$ cat src/rtl/spi_master_param.sv
// spi_master_param: parametrised SPI master.
// Shifts one DATA_W-bit word out on MOSI while capturing DATA_W bits from MISO.
// Supports all four CPOL/CPHA modes, a fixed SCLK divider and 2**CS_SEL_W chip selects.
// Optional feature macro SPI_MASTER_LSB_FIRST_EN adds input lsb_first_i, which
// selects LSB-first transmission and LSB-first assembly of rx_data_o.
// Without the macro the port is absent and transfers are always MSB-first.
module spi_master_param #(
  parameter int DATA_W   = 16,
  parameter int CLK_DIV  = 4,
  parameter int CS_SEL_W = 1
) (
  input  logic                      clk,
  input  logic                      reset,
  input  logic                      start_i,
  input  logic [DATA_W-1:0]         tx_data_i,
  input  logic                      cpol_i,
  input  logic                      cpha_i,
  input  logic [CS_SEL_W-1:0]       cs_sel_i,
`ifdef SPI_MASTER_LSB_FIRST_EN
  input  logic                      lsb_first_i,
`endif
  input  logic                      spi_miso_i,
  output logic                      spi_sclk_o,
  output logic                      spi_mosi_o,
  output logic [(2**CS_SEL_W)-1:0]  spi_cs_n_o,
  output logic                      busy_o,
  output logic                      done_o,
  output logic [DATA_W-1:0]         rx_data_o
);

  localparam int NUM_CS = 2**CS_SEL_W;
  localparam int HALF_W = $clog2(DATA_W) + 1;
  localparam int DIV_W  = (CLK_DIV > 1) ? $clog2(CLK_DIV) : 1;

  localparam logic [DIV_W-1:0]  DIV_LAST  = DIV_W'(CLK_DIV - 1);
  localparam logic [HALF_W-1:0] HALF_LAST = HALF_W'(2 * DATA_W - 1);
  localparam logic [NUM_CS-1:0] CS_ONE    = {{(NUM_CS-1){1'b0}}, 1'b1};
  localparam logic [NUM_CS-1:0] CS_IDLE   = {NUM_CS{1'b1}};

  localparam logic [1:0] ST_IDLE  = 2'd0;
  localparam logic [1:0] ST_SETUP = 2'd1;
  localparam logic [1:0] ST_XFER  = 2'd2;
  localparam logic [1:0] ST_HOLD  = 2'd3;

  logic [1:0]          state_q, state_d;
  logic [DIV_W-1:0]    div_q, div_d;
  logic [HALF_W-1:0]   half_q, half_d;
  logic [DATA_W-1:0]   tx_q, tx_d;
  logic                cpol_q, cpol_d;
  logic                cpha_q, cpha_d;
  logic                lsb_q, lsb_d;
  logic [DATA_W-1:0]   rx_sh_q, rx_sh_d;
  logic                sclk_q, sclk_d;
  logic                mosi_q, mosi_d;
  logic [NUM_CS-1:0]   cs_n_q, cs_n_d;
  logic                busy_q, busy_d;
  logic                done_q, done_d;
  logic [DATA_W-1:0]   rx_q, rx_d;

  logic                edge_s;
  logic                div_end_s;
  logic                lsb_in_s;
  logic [HALF_W-1:0]   half_nxt_s;
  logic [HALF_W-1:0]   bit_idx_s;

  // Bit idx of word w in transmit order (idx 0 is sent first).
  function automatic logic tx_bit(input logic [DATA_W-1:0] w,
                                  input logic [HALF_W-1:0] idx,
                                  input logic              lsb);
    logic [DATA_W-1:0] sh;
    if (lsb) begin
      sh = w >> idx;
      return sh[0];
    end else begin
      sh = w << idx;
      return sh[DATA_W-1];
    end
  endfunction

`ifdef SPI_MASTER_LSB_FIRST_EN
  assign lsb_in_s = lsb_first_i;
`else
  assign lsb_in_s = 1'b0;
`endif

  // Next-state logic: FSM sequencing, divider/half-period counting, shifting.
  always_comb begin
    state_d    = state_q;
    div_d      = div_q;
    half_d     = half_q;
    tx_d       = tx_q;
    cpol_d     = cpol_q;
    cpha_d     = cpha_q;
    lsb_d      = lsb_q;
    rx_sh_d    = rx_sh_q;
    sclk_d     = sclk_q;
    mosi_d     = mosi_q;
    cs_n_d     = cs_n_q;
    done_d     = 1'b0;
    rx_d       = rx_q;
    edge_s     = 1'b0;
    half_nxt_s = {HALF_W{1'b0}};
    div_end_s  = (div_q == DIV_LAST);

    case (state_q)
      ST_IDLE: begin
        cs_n_d = CS_IDLE;
        sclk_d = cpol_q;
        div_d  = {DIV_W{1'b0}};
        if (start_i) begin
          // Latch the whole transfer configuration; inputs are ignored until IDLE again.
          tx_d    = tx_data_i;
          cpol_d  = cpol_i;
          cpha_d  = cpha_i;
          lsb_d   = lsb_in_s;
          state_d = ST_SETUP;
          cs_n_d  = ~(CS_ONE << cs_sel_i);
          sclk_d  = cpol_i;
          mosi_d  = tx_bit(tx_data_i, {HALF_W{1'b0}}, lsb_in_s);
        end else begin
          state_d = ST_IDLE;
        end
      end
      ST_SETUP: begin
        if (div_end_s) begin
          div_d   = {DIV_W{1'b0}};
          half_d  = {HALF_W{1'b0}};
          state_d = ST_XFER;
          edge_s  = 1'b1;
        end else begin
          div_d = div_q + DIV_W'(1'b1);
        end
      end
      ST_XFER: begin
        if (div_end_s) begin
          div_d = {DIV_W{1'b0}};
          if (half_q == HALF_LAST) begin
            // sclk is already back at cpol after an even number of edges.
            state_d = ST_HOLD;
          end else begin
            half_d     = half_q + HALF_W'(1'b1);
            half_nxt_s = half_q + HALF_W'(1'b1);
            edge_s     = 1'b1;
          end
        end else begin
          div_d = div_q + DIV_W'(1'b1);
        end
      end
      ST_HOLD: begin
        if (div_end_s) begin
          div_d   = {DIV_W{1'b0}};
          state_d = ST_IDLE;
          cs_n_d  = CS_IDLE;
          done_d  = 1'b1;
          rx_d    = rx_sh_q;
        end else begin
          div_d = div_q + DIV_W'(1'b1);
        end
      end
      default: begin
        state_d = ST_IDLE;
        cs_n_d  = CS_IDLE;
        div_d   = {DIV_W{1'b0}};
      end
    endcase

    // Edge k opens half-period k; even k are leading edges, odd k trailing.
    // cpha=0 shifts on trailing edges (bit (k+1)/2), cpha=1 on leading (bit k/2).
    bit_idx_s = (half_nxt_s >> 1) + {{(HALF_W-1){1'b0}}, ~cpha_q};
    if (edge_s) begin
      sclk_d = ~sclk_q;
      if (half_nxt_s[0] == cpha_q) begin
        if (lsb_q) begin
          rx_sh_d = {spi_miso_i, rx_sh_q[DATA_W-1:1]};
        end else begin
          rx_sh_d = {rx_sh_q[DATA_W-2:0], spi_miso_i};
        end
      end else if (half_nxt_s != HALF_LAST) begin
        mosi_d = tx_bit(tx_q, bit_idx_s, lsb_q);
      end else begin
        mosi_d = mosi_q;
      end
    end else begin
      rx_sh_d = rx_sh_d;
    end

    busy_d = (state_d != ST_IDLE);
  end

  // State and registered outputs; reset aborts any transfer immediately.
  always_ff @(posedge clk or posedge reset) begin
    if (reset) begin
      state_q <= ST_IDLE;
      div_q   <= {DIV_W{1'b0}};
      half_q  <= {HALF_W{1'b0}};
      tx_q    <= {DATA_W{1'b0}};
      cpol_q  <= 1'b0;
      cpha_q  <= 1'b0;
      lsb_q   <= 1'b0;
      rx_sh_q <= {DATA_W{1'b0}};
      sclk_q  <= 1'b0;
      mosi_q  <= 1'b0;
      cs_n_q  <= CS_IDLE;
      busy_q  <= 1'b0;
      done_q  <= 1'b0;
      rx_q    <= {DATA_W{1'b0}};
    end else begin
      state_q <= state_d;
      div_q   <= div_d;
      half_q  <= half_d;
      tx_q    <= tx_d;
      cpol_q  <= cpol_d;
      cpha_q  <= cpha_d;
      lsb_q   <= lsb_d;
      rx_sh_q <= rx_sh_d;
      sclk_q  <= sclk_d;
      mosi_q  <= mosi_d;
      cs_n_q  <= cs_n_d;
      busy_q  <= busy_d;
      done_q  <= done_d;
      rx_q    <= rx_d;
    end
  end

  assign spi_sclk_o = sclk_q;
  assign spi_mosi_o = mosi_q;
  assign spi_cs_n_o = cs_n_q;
  assign busy_o     = busy_q;
  assign done_o     = done_q;
  assign rx_data_o  = rx_q;

endmodule
$ cat config.mk
export PLATFORM = sky130hd
export DESIGN_NAME = spi_master_param
export DESIGN_NICKNAME = d
export VERILOG_FILES = /design/src/rtl/spi_master_param.sv
export SDC_FILE = /design/constraint.sdc
export NUM_CORES = 1
export LEC_CHECK = 0
export ABC_AREA = 1
export CORE_AREA = 2 2 83 85
export CTS_CLUSTER_SIZE = 8
export DETAILED_ROUTE_END_ITERATION = 6
export DIE_AREA = 0 0 85 87
export PLACE_DENSITY = 0.8
export SLEW_MARGIN = 20
export SYNTH_ARGS = -nofsm -noshare
export SYNTH_HDL_FRONTEND = slang
export SYNTH_SLANG_ARGS = --single-unit
$ cat constraint.sdc
create_clock -name clk -period 2.2 [get_ports clk]
set_clock_uncertainty 0.15 [all_clocks]
set_input_delay 0.44 -clock clk [delete_from_list [all_inputs] [get_ports clk]]
set_output_delay 0.44 -clock clk [all_outputs]
set_load 0.03 [all_outputs]
==> metrics.yaml, run 1 <==
critical_path:
  cp_max_fo: 5
  reg2reg_from: "half_q[1]"
  cp_data_required_time_ps: 2330
  cpMaxStageDelayCell: "dfrtp_1"
  crit_arrival_ps: 2520
  crit_chain: "ha_2 > nand2_2 > buf_4 > buf_4 > buf_4 > inv_1 > nor2_2 > nand2_2 > inv_2 > ha_4 > inv_4 > nor2_2 > nand2_1 > nand2_1 > inv_1 > nand3_1 > nand2_1 > nand2_1 > nand3_2 > a21oi_2"
  critPathBufInv: 7
  r2r_cells: 20
  end_kind: "register"
  path_common_cell: "nand2_1"
  critPathMaxStageDelay_ps: 360
  r2r-end: "spi_mosi_o"
  worstSetupPathType: "reg -> reg"
  r2r_slack_ps: -190
  cp_top_family: "simple AND/OR/NAND/NOR gates"
  start_kind: "register"
timing:
  period_minus_slack_ps: 2393
  fmax_mhz: 417.9
  worst_slack_ps: -193.1
  finalSetupViolations: 17
  rsz0062_at_grt: "true"
  hold_viol: 0
  maxSlewViolCount: 0
  worst_slew_pin_slew_ps: 439.9
  min_period_over_period: 1.088
  relSlewSlack: 0.7061
clock_tree:
  clk_latency_ps: 350
  clk_path_buf_depth: 2
  clkSlewWorstSetupHoldPaths_ps: 70
  htree_num_levels: 3
  cts_buffers: 9
  ctsHoldBuffers: 0
  cts_tree: "done"
  root_buffer: "clkbuf_8"
  cts.sinks: 65
global_routing:
  grt_pass1_vias: 2556
  gr-usage-all-layers: 0.1870
  antenna_found_initial: 0
  grt_pass1_wl_um: 10870
  overflow: 0
  grt_max_degree: 36
finish:
  layout_common_cells: "104 x nand2_1, 63 x dfrtp_1, 45 x inv_1"
  layout_commonest_cell: "nand2_1"
  finalNetCount: 470
  num-fill-cells: 524
  area_delta_synth_final_pct: 38.19
  n_antenna_cell: 0
  drive_above_1_share: 0.2217
  finalNonFillerCells: 522
  final_area_um2: 4151
synth:
  synth.avg_cell_area_um2: 8.415
  synth_ff_type: "dfrtp_1"
  seq_area_frac_synth: 0.5423
  synth_cell_types: 28
  synth_enable_flop_cells: 0
  synthCells: 357
  syn-cell-area_um2: 3004
  synth_warnings: 0
  async_flop_share: 1.000
  ys_ff_latch: 65
  synth_nets: 390
place:
  io_buffers: 44
  dp_hpwl_um: 4504
  dp.cells: 494
  placed_cell_area_um2: 3712
  gp_congestion: 0.8393
floorplanning:
  die_area_um2: 7395
  die-height_um: 87
  io-pin-count: 45
  rows: 30
  initial_core_util: 0.4573
  die_width_um: 85
  core_area_um2: 6569
drt:
  drtIter0Drc: 114
  final_antenna_net_count: 0
  drc_errors: 0
  viasPerCell: 4.946
  routed_wl_um: 6693
  dr.pass1.iters: 4
  num_vias: 2582
  wl_per_cell_um: 12.82
flow_run:
  cap_violations: 0
outcome:
  status: "complete, but fails checks"
  failed_checks: "setup timing"
power:
  power.leakage_nw: 2.048
  powerDensity_nw_per_um2: 543.6
  peakVddDrop_v: 0.0003456
min_path:
  hp-class: "in -> async"
timing repair:
item | CTS | global route
setup buffers | 6 | 3
resized for setup | 6 | 27
cloned | 0 | 3
pin swaps | 13 | 6
setup endpoints to repair | 17 | 22
synthesized netlist by cell type (2+ instances only):
| library cell | instances | share of area |
|---|---|---|
| o21ai_2 | 6 | 0.017 |
| o21ai_1 | 9 | 0.015 |
| nand4_1 | 2 | 0.0042 |
| nand2_2 | 4 | 0.0083 |
| clkbuf_1 | 6 | 0.0075 |
| buf_2 | 2 | 0.0033 |
| inv_2 | 2 | 0.0025 |
| nand3_1 | 11 | 0.018 |
| nor2_1 | 22 | 0.027 |
| a21oi_1 | 10 | 0.017 |
| o21ai_0 | 31 | 0.052 |
| dfrtp_1 | 63 | 0.52 |
| dfstp_2 | 2 | 0.017 |
| nor3_1 | 2 | 0.0033 |
| nor2_4 | 3 | 0.011 |
| nand2_1 | 113 | 0.14 |
| ha_1 | 10 | 0.042 |
| inv_1 | 49 | 0.061 |
flip-flops by register name, summed over array words and instances, names as in the netlist:
signal	count
spi_mosi_o	1
half_q	5
rx_data_o	16
busy_o	1
done_o	1
div_q	2
state_q	2
rx_sh_q	16
spi_cs_n_o	2
tx_q	16
cpha_q	1
cpol_q	1
spi_sclk_o	1
logic make-up (layout without fill, tap and decap cells):
logic type               count (synthesis)  in the layout  synth area share
XOR/XNOR                                 1              1          0.002916
AO/OA/AOI/OAI                           61             61            0.1141
flip-flops                              65             65            0.5423
adder cells (fa/ha/maj)                 10             10           0.04165
buffers and inverters                   61            146           0.08080
AND/OR/NAND/NOR                        159            159            0.2182
how the worst max path moves through the flow:
stage          startpoint         end  slack, ps  cells past startpoint
5_1_grt         half_q[1]  spi_mosi_o       -350                     18
3_3_place_gp    half_q[1]  spi_mosi_o        -50                     20
6_report        half_q[1]  spi_mosi_o       -190                     20
4_1_cts         half_q[0]  spi_mosi_o       -140                     20
2_1_floorplan   half_q[1]  spi_mosi_o        -70                     20
3_5_place_dp    half_q[0]  spi_mosi_o       -220                     20
layer usage:
metal / part of all wire / up-vias / routed length, µm / track usage
li1: - / 1279 / - / -
met1: 0.42 / 1237 / 2808 / 0.2191
met2: 0.52 / 54 / 3472 / 0.3246
met3: 0.039 / 12 / 259 / 0.04360
met4: 0.023 / 0 / 153 / 0.08947
met5: 0 / - / 0 / 0
power by group:
group | total, mW | switching [mW] | leakage (nW) | internal, mW
Clock | 0.969 | 0.448 | 0.0933 | 0.521
Combinational | 0.0821 | 0.0383 | 1.14 | 0.0438
Sequential | 1.21 | 0.00397 | 0.819 | 1.20
Total | 2.26 | 0.490 | 2.05 | 1.77
metrics by stage:
stage	setup slack [ps]	hold slack [ps]	power (mW)	utilization	TNS, ps
global placement	-49.37	277.2	1.307	0.5651	-49.37
detailed placement	-216.8	292.4	1.310	0.5651	-707.7
CTS	-135.0	301.1	2.276	0.6034	-142.6
global route	-347.3	316.0	2.353	0.6320	-2879
finish	-193.1	293.7	2.257	0.6320	-946.8
floorplan	-74.63	265.0	1.254	-	-74.63
area by class of cell:
cell class	instances	area [µm²]	area share
flip-flops and latches	65	1629	0.3924
multi-input cells	231	1266	0.3050
repair buffers	79	770.7	0.1857
inverters	51	197.7	0.04762
clock buffers	11	131.4	0.03165
well taps	80	100.1	0.02411
clock inverters	5	56.30	0.01356
Note: power is estimated with default switching activity, not from simulation.
==> run 2: changes to the inputs <==
--- a/config.mk
+++ b/config.mk
@@ -11,6 +11,7 @@
 export DETAILED_ROUTE_END_ITERATION = 6
 export DIE_AREA = 0 0 85 87
 export PLACE_DENSITY = 0.8
+export SKIP_LAST_GASP = 1
 export SLEW_MARGIN = 20
 export SYNTH_ARGS = -nofsm -noshare
 export SYNTH_HDL_FRONTEND = slang
==> metrics.yaml, run 2 (synthesis gave the netlist of run 1 again) <==
place:
  io_buffers: 44
  placed_cell_area_um2: 3712
  dp.cells: 494
  gp_congestion: 0.8393
  dp_hpwl_um: 4504
  pre_cts_slack_ps: -216.8
critical_path:
  worstSetupPathType: "reg -> reg"
  cp_data_required_time_ps: 2330
  cpMaxStageDelayCell: "dfrtp_1"
  crit_chain: "ha_2 > nand2_2 > nor2_2 > ha_2 > inv_2 > nand2_4 > nor2_4 > nand2_2 > inv_2 > ha_4 > inv_4 > o21ai_1 > o22a_1 > nand2_1 > nand2_1 > nand2_1 > nand3_2 > a21oi_2"
  end_kind: "register"
  crit_arrival_ps: 2520
  path_common_cell: "nand2_1"
  cp_max_fo: 5
  critPathMaxStageDelay_ps: 390
  start_kind: "register"
global_routing:
  grt_max_degree: 36
  grt_pass1_wl_um: 10870
  antenna_found_initial: 0
  grt_pass1_vias: 2556
  overflow: 0
  gr-usage-all-layers: 0.1870
timing:
  worst_slew_pin_slew_ps: 440.3
  fmax_mhz: 418.5
  min_period_over_period: 1.086
  finalSetupViolations: 17
  relSlewSlack: 0.7058
  hold_viol: 0
  worst_slack_ps: -189.5
  fin_setup_tns_ps: -964.2
  rsz0062_at_grt: "true"
  period_minus_slack_ps: 2390
  maxSlewViolCount: 0
clock_tree:
  clk_path_buf_depth: 2
  htree_num_levels: 3
  cts_buffers: 9
  cts_tree: "done"
  clkSlewWorstSetupHoldPaths_ps: 70
  ctsHoldBuffers: 0
  clk_latency_ps: 350
  cts.sinks: 65
  root_buffer: "clkbuf_8"
drt:
  num_vias: 2582
  final_antenna_net_count: 0
  drtIter0Drc: 116
  wl_per_cell_um: 12.82
  routed_wl_um: 6693
  viasPerCell: 4.946
  drc_errors: 0
  dr.pass1.iters: 4
floorplanning:
  io-pin-count: 45
  die_width_um: 85
  rows: 30
  initial_core_util: 0.4573
  core_area_um2: 6569
  die-height_um: 87
  die_area_um2: 7395
outcome:
  status: "complete, but fails checks"
  failed_checks: "setup timing"
finish:
  layout_common_cells: "104 x nand2_1, 63 x dfrtp_1, 45 x inv_1"
  finalNonFillerCells: 522
  drive_above_1_share: 0.2195
  n_antenna_cell: 0
  finalNetCount: 470
  final_area_um2: 4149
  final_core_util: 0.6316
  layout_commonest_cell: "nand2_1"
  area_delta_synth_final_pct: 38.11
power:
  power.leakage_nw: 2.047
  peakVddDrop_v: 0.0003456
  powerDensity_nw_per_um2: 544.0
min_path:
  hp-class: "in -> async"
flow_run:
  cap_violations: 0
[run 2: cell counts in the layout (fill, tap and decap cells not counted)]
Identical to the previous run, type by type.
[run 2: worst max-delay path, delay by kind of cell, from the launching register on]
kind	cells	cell delay, ps
AND/OR/NAND/NOR	9	590
flip-flops	1	390
buffers and inverters	3	230
AO/OA/AOI/OAI	3	360
adder cells (fa/ha/maj)	3	590
[run 2: timing repair]
action | in CTS | in global routing
setup endpoints to repair | 17 | 22
hold endpoints to repair | 0 | 0
setup buffers | 6 | 3
cloned | 0 | 3
pin swaps | 13 | 6
resized for setup | 6 | 26
[run 2: cell type report]
cell class / count / area (µm²)
clock buffer: 11 / 131.4
tap: 80 / 100.1
fill: 525 / 2420
sequential: 65 / 1629
timing repair buffer: 79 / 770.7
clock inverter: 5 / 56.30
multi-input combinational: 231 / 1264
inverter: 51 / 197.7
[run 2: through the flow]
stage,power [mW],hold WS (ps)
6_report,2.257,293.7
5_1_grt,2.353,316.0
4_1_cts,2.276,301.1
3_5_place_dp,1.310,292.4
3_3_place_gp,1.307,277.2
2_1_floorplan,1.254,265.0
[run 2: final timing paths]
kind	end	slack, ps	startpoint	cells after the start
worst max-delay path	spi_mosi_o	-190	half_q[1]	18
worst min-delay path	spi_mosi_o	290	reset	2
worst max register to register	spi_mosi_o	-190	half_q[1]	18
worst min register to register	div_q[0]	300	div_q[0]	1
max in group asynchronous	tx_q[5]	1090	reset	3
min in group clk	div_q[0]	300	div_q[0]	1
[run 2: report_power, final]
part	leakage (nW)	switching [mW]	internal, mW	total [mW]
sequential	0.819	0.00397	1.20	1.21
combinational	1.13	0.0383	0.0438	0.0821
clock	0.0933	0.448	0.521	0.969
[run 2: metal layers]
metal	wire, µm	global-route usage	up-vias
li1	-	-	1279
met1	2809	0.2191	1237
met2	3471	0.3246	54
met3	259	0.04360	12
met4	153	0.08947	0
met5	0	0	-
==> RTL edit 1, RTL diff (flow settings as in run 2) <==
Put one more register stage on the output `rx_data_o`, without a reset. The value now appears one clock later. The other outputs are not delayed to match.
--- a/src/rtl/spi_master_param.sv
+++ b/src/rtl/spi_master_param.sv
@@ -227,6 +227,8 @@
   assign spi_cs_n_o = cs_n_q;
   assign busy_o     = busy_q;
   assign done_o     = done_q;
-  assign rx_data_o  = rx_q;
+  always_ff @(posedge clk) begin
+    rx_data_o <= rx_q;
+  end
 
 endmodule
Check against the original RTL: same outputs for any inputs over 10 cycles, from zero or initial values and one cycle with reset high; that may be too few to reach the edited logic, so the function may still have changed.
==> RTL edit 1 against run 2 <==
- the flow still finishes with violations (setup timing)
- fmax is 4.9% higher
- sequential cell count grew 16
- critical path depth stayed put
- power rose by 20%
- non-clock buffer count is 10 lower
- worst setup slack better by 0.11 ns
- area after synthesis increased by 11%
- design area grew 3.1%
- wire length decreased by 4.6%
- critical path type unchanged
==> RTL edit 1: results (changes against run 2) <==
status - complete, but fails checks
failing checks - setup timing
Detailed Place HPWL - 4.533 mm (+0.66%)
Worst Hold Launch - rx_q[2]
met2 routed WL - 3.223 mm (-7.1%)
synth cell count leaders - nand2_1, dfrtp_1, inv_1, o21ai_0, dfxtp_1
number of setup buffers added after CTS - 1 (-5)
Final Setup Violations - 3 (-14)
final WL - 6.384 mm (-4.6%)
VDD IR max - 0.0004258 V (+23%)
placed cell area - 0.004029 sq mm (+8.5%)
register area share after synthesis - 0.5833 (+0.04103)
CP arrival - 2.42 ns (-0.10 ns)
met3 GRT Util - 0.03223 (-0.01137)
met1 Track Usage GR - 0.2273 (+0.008213)
comb pwr - 0.0796 mW (-3.0%)
Slew HR - 0.6597 (-0.04613)
clock network power - 1.14 mW (+18%)
Flop+latch power - 1.49 mW (+23%)
vias in the first global route - 2546 (-0.39%)
ranking of synthesized cells by area - dfrtp_1, nand2_1, dfxtp_1
GPL Wtd Cong - 0.8842 (+5.3%)
Hold WC Path Type - register to register
Synth async-reset ratio - 0.8025 (-0.1975)
Via-to-Cell Ratio - 4.909 (-0.76%)
share of cells above drive strength 1 - 0.1480 (-0.07147)
Worst path max stage delay - 0.36 ns (-0.03 ns)
met3 routed WL - 223 um (-14%)
worst slack at placement - -0.09370 ns (+0.1231 ns)
first-pass GRT wire length - 11.12 mm (+2.3%)
DR iter-0 viols - 182 (+57%)
met2 Use GR - 0.3338 (+0.009233)
syn nets - 406 (+4.1%)
largest net degree at the start of global routing - 34 (-5.6%)
M1 wire length - 2.830 mm (+0.75%)
worst setup margin - -0.07730 ns (+0.1122 ns)
TNS Setup - -0.1024 ns (+0.8619 ns)
Tot GR Track Use - 0.1916 (+0.004663)
CTS clk-pin slew, worst paths - 0.09 ns (+0.02 ns)
post_cts resized - 3 (-3)
placed cell count - 508 (+2.8%)
Cell Int Power - 2.104 mW (+19%)
RTL edit 1: cells by family after synthesis:
| group | after synthesis | synth area share |
|---|---|---|
| AO/OA/AOI/OAI | 64 | 0.1015 |
| XOR/XNOR | 1 | 0.004868 |
| adder cells (fa/ha/maj) | 10 | 0.03744 |
| buffers and inverters | 61 | 0.07825 |
| flip-flops | 81 | 0.5833 |
| AND/OR/NAND/NOR | 156 | 0.1947 |
RTL edit 1: cell type report:
type / count / area, sq um
fillers: 535 / 2291
flip-flops and latches: 81 / 1949
multi-input cells: 231 / 1177
repair buffers: 69 / 653.1
inverters: 49 / 187.7
clock buffers: 10 / 137.6
well taps: 80 / 100.1
clock inverters: 6 / 72.57
RTL edit 1: worst paths after layout:
check	endpoint	slack (ns)	cells past startpoint
min in group asynchronous	tx_q[14]	0.31	2
min reg2reg	rx_data_o[2]	0.22	0
min	rx_data_o[2]	0.22	0
max reg2reg	spi_mosi_o	-0.08	18
max in group asynchronous	tx_q[9]	1.06	3
max	spi_mosi_o	-0.08	18
==> RTL edit 2, RTL diff (config.mk and constraints of run 2) <==
Without the edit above. `DATA_W`: 16 -> 8.
--- a/src/rtl/spi_master_param.sv
+++ b/src/rtl/spi_master_param.sv
@@ -5,7 +5,7 @@
 // selects LSB-first transmission and LSB-first assembly of rx_data_o.
 // Without the macro the port is absent and transfers are always MSB-first.
 module spi_master_param #(
-  parameter int DATA_W   = 16,
+  parameter int DATA_W   = 8,
   parameter int CLK_DIV  = 4,
   parameter int CS_SEL_W = 1
 ) (
Ports: changed (resized rx_data_o and tx_data_i); port bits go from 45 to 29. No check against the original RTL was run, so the function may have changed too.
==> RTL edit 2 against run 2 <==
- global-route usage is 6.9 points lower
- via count is 36% lower
- power is 28% lower
- worst hold slack worse by 0.0036 ns
- worst setup slack better by 0.31 ns
- count of clock-buffer cells in the layout is 6 lower
- sequential cell count is 25 lower
- design area is 36% lower
- area after synthesis is 33% lower
- wire length is 38% lower
- combinational power is 29% lower
==> RTL edit 2: results (changes against run 2) <==
worst slack at placement - 0.03103 ns (+0.2479 ns)
Via-to-Cell Ratio - 4.618 (-6.6%)
CTS Buf Count - 5 (-4)
first-pass GRT wire length - 6.975 mm (-36%)
share of cells above drive strength 1 - 0.1884 (-0.03105)
R2R Path Start - half_q[0]
register area share after synthesis - 0.4994 (-0.04290)
met1 Track Usage GR - 0.1393 (-0.07977)
leak pwr - 1.333 nW (-35%)
ranking of synthesized cells by area - dfrtp_1, nand2_1, inv_1
status - complete, no violations
kind of end point of the critical path - output port
DR iter-0 viols - 69 (-41%)
CP arrival - 1.49 ns (-1.03 ns)
CP delay by family, top - buffers and inverters
crit path kind - register to output port
Worst setup startpoint - spi_cs_n_o[0]
largest net degree at the start of global routing - 41 (+14%)
Worst Path Max Fanout - 2 (-3)
worst-case reg-to-reg path depth - 13 (-5)
synth cell count leaders - nand2_1, dfrtp_1, inv_1, o21ai_0, nor2_1
worst setup margin - 0.1243 ns (+0.3139 ns)
H-tree depth - 2 (-1)
worst-skew pair later-pin latency - 0.29 ns (-0.06 ns)
GPL Wtd Cong - 0.8876 (+5.8%)
Tot GR Track Use - 0.1183 (-0.06868)
Worst path max stage delay - 0.66 ns (+0.27 ns)
flop2flop setup slack - 0.17 ns (+0.36 ns)
Port Buffers - 28 (-36%)
syn nets - 257 (-34%)
VDD IR max - 0.0004002 V (+16%)
Detailed Place HPWL - 3.003 mm (-33%)
synth unique cells - 30 (+7.1%)
Hold WC Path Type - register to register
vias in the first global route - 1561 (-39%)
Final nets - 299 (-36%)
-- RTL edit 2: cells by family (layout without fill, tap and decap cells) --
family | Yosys count | after routing | share of synthesized area
AOI/OAI and AO/OA | 39 | 39 | 0.1208
adders and majority gates | 9 | 9 | 0.05604
buffers and inverters | 41 | 84 | 0.08654
DFF | 40 | 40 | 0.4994
and+or+nand+nor | 104 | 104 | 0.2372
-- RTL edit 2: power breakdown --
group / internal (mW) / switching [mW]
Combinational: 0.0313 / 0.0274
Clock: 0.567 / 0.254
Sequential: 0.741 / 0.00338
-- RTL edit 2: per-stage QoR --
step | hold slack (ns) | std cells | TNS [ns] | cell area [sq um]
global placement | 0.2696 | 344 | 0 | 2426
detailed placement | 0.2773 | 344 | 0 | 2426
finish | 0.2900 | 356 | 0 | 2658
CTS | 0.2885 | 352 | 0 | 2585
floorplan | 0.2585 | 233 | 0 | 2009
global route | 0.3333 | 356 | -0.01728 | 2658
-- RTL edit 2: repair_timing --
action	CTS	global route
resized for setup	0	11
endpoints found under the hold margin	0	0
buffers inserted	0	4
setup endpoints to repair	0	1
-- RTL edit 2: final cells by class --
type                            count  area (sq um)
Clock inverter                      3         90.09
Inverter                           37         145.1
Timing Repair Buffer               39         375.4
Multi-Input combinational cell    152         874.6
Sequential cell                    40          1003
Tap cell                           80         100.1
Clock buffer                        5         68.82
Fill cell                         616          3911
-- RTL edit 2: layer usage --
metal	wire [um]	share of wire
met1	1783	0.43
met2	2158	0.52
met3	107	0.026
met4	74	0.018
met5	0	0
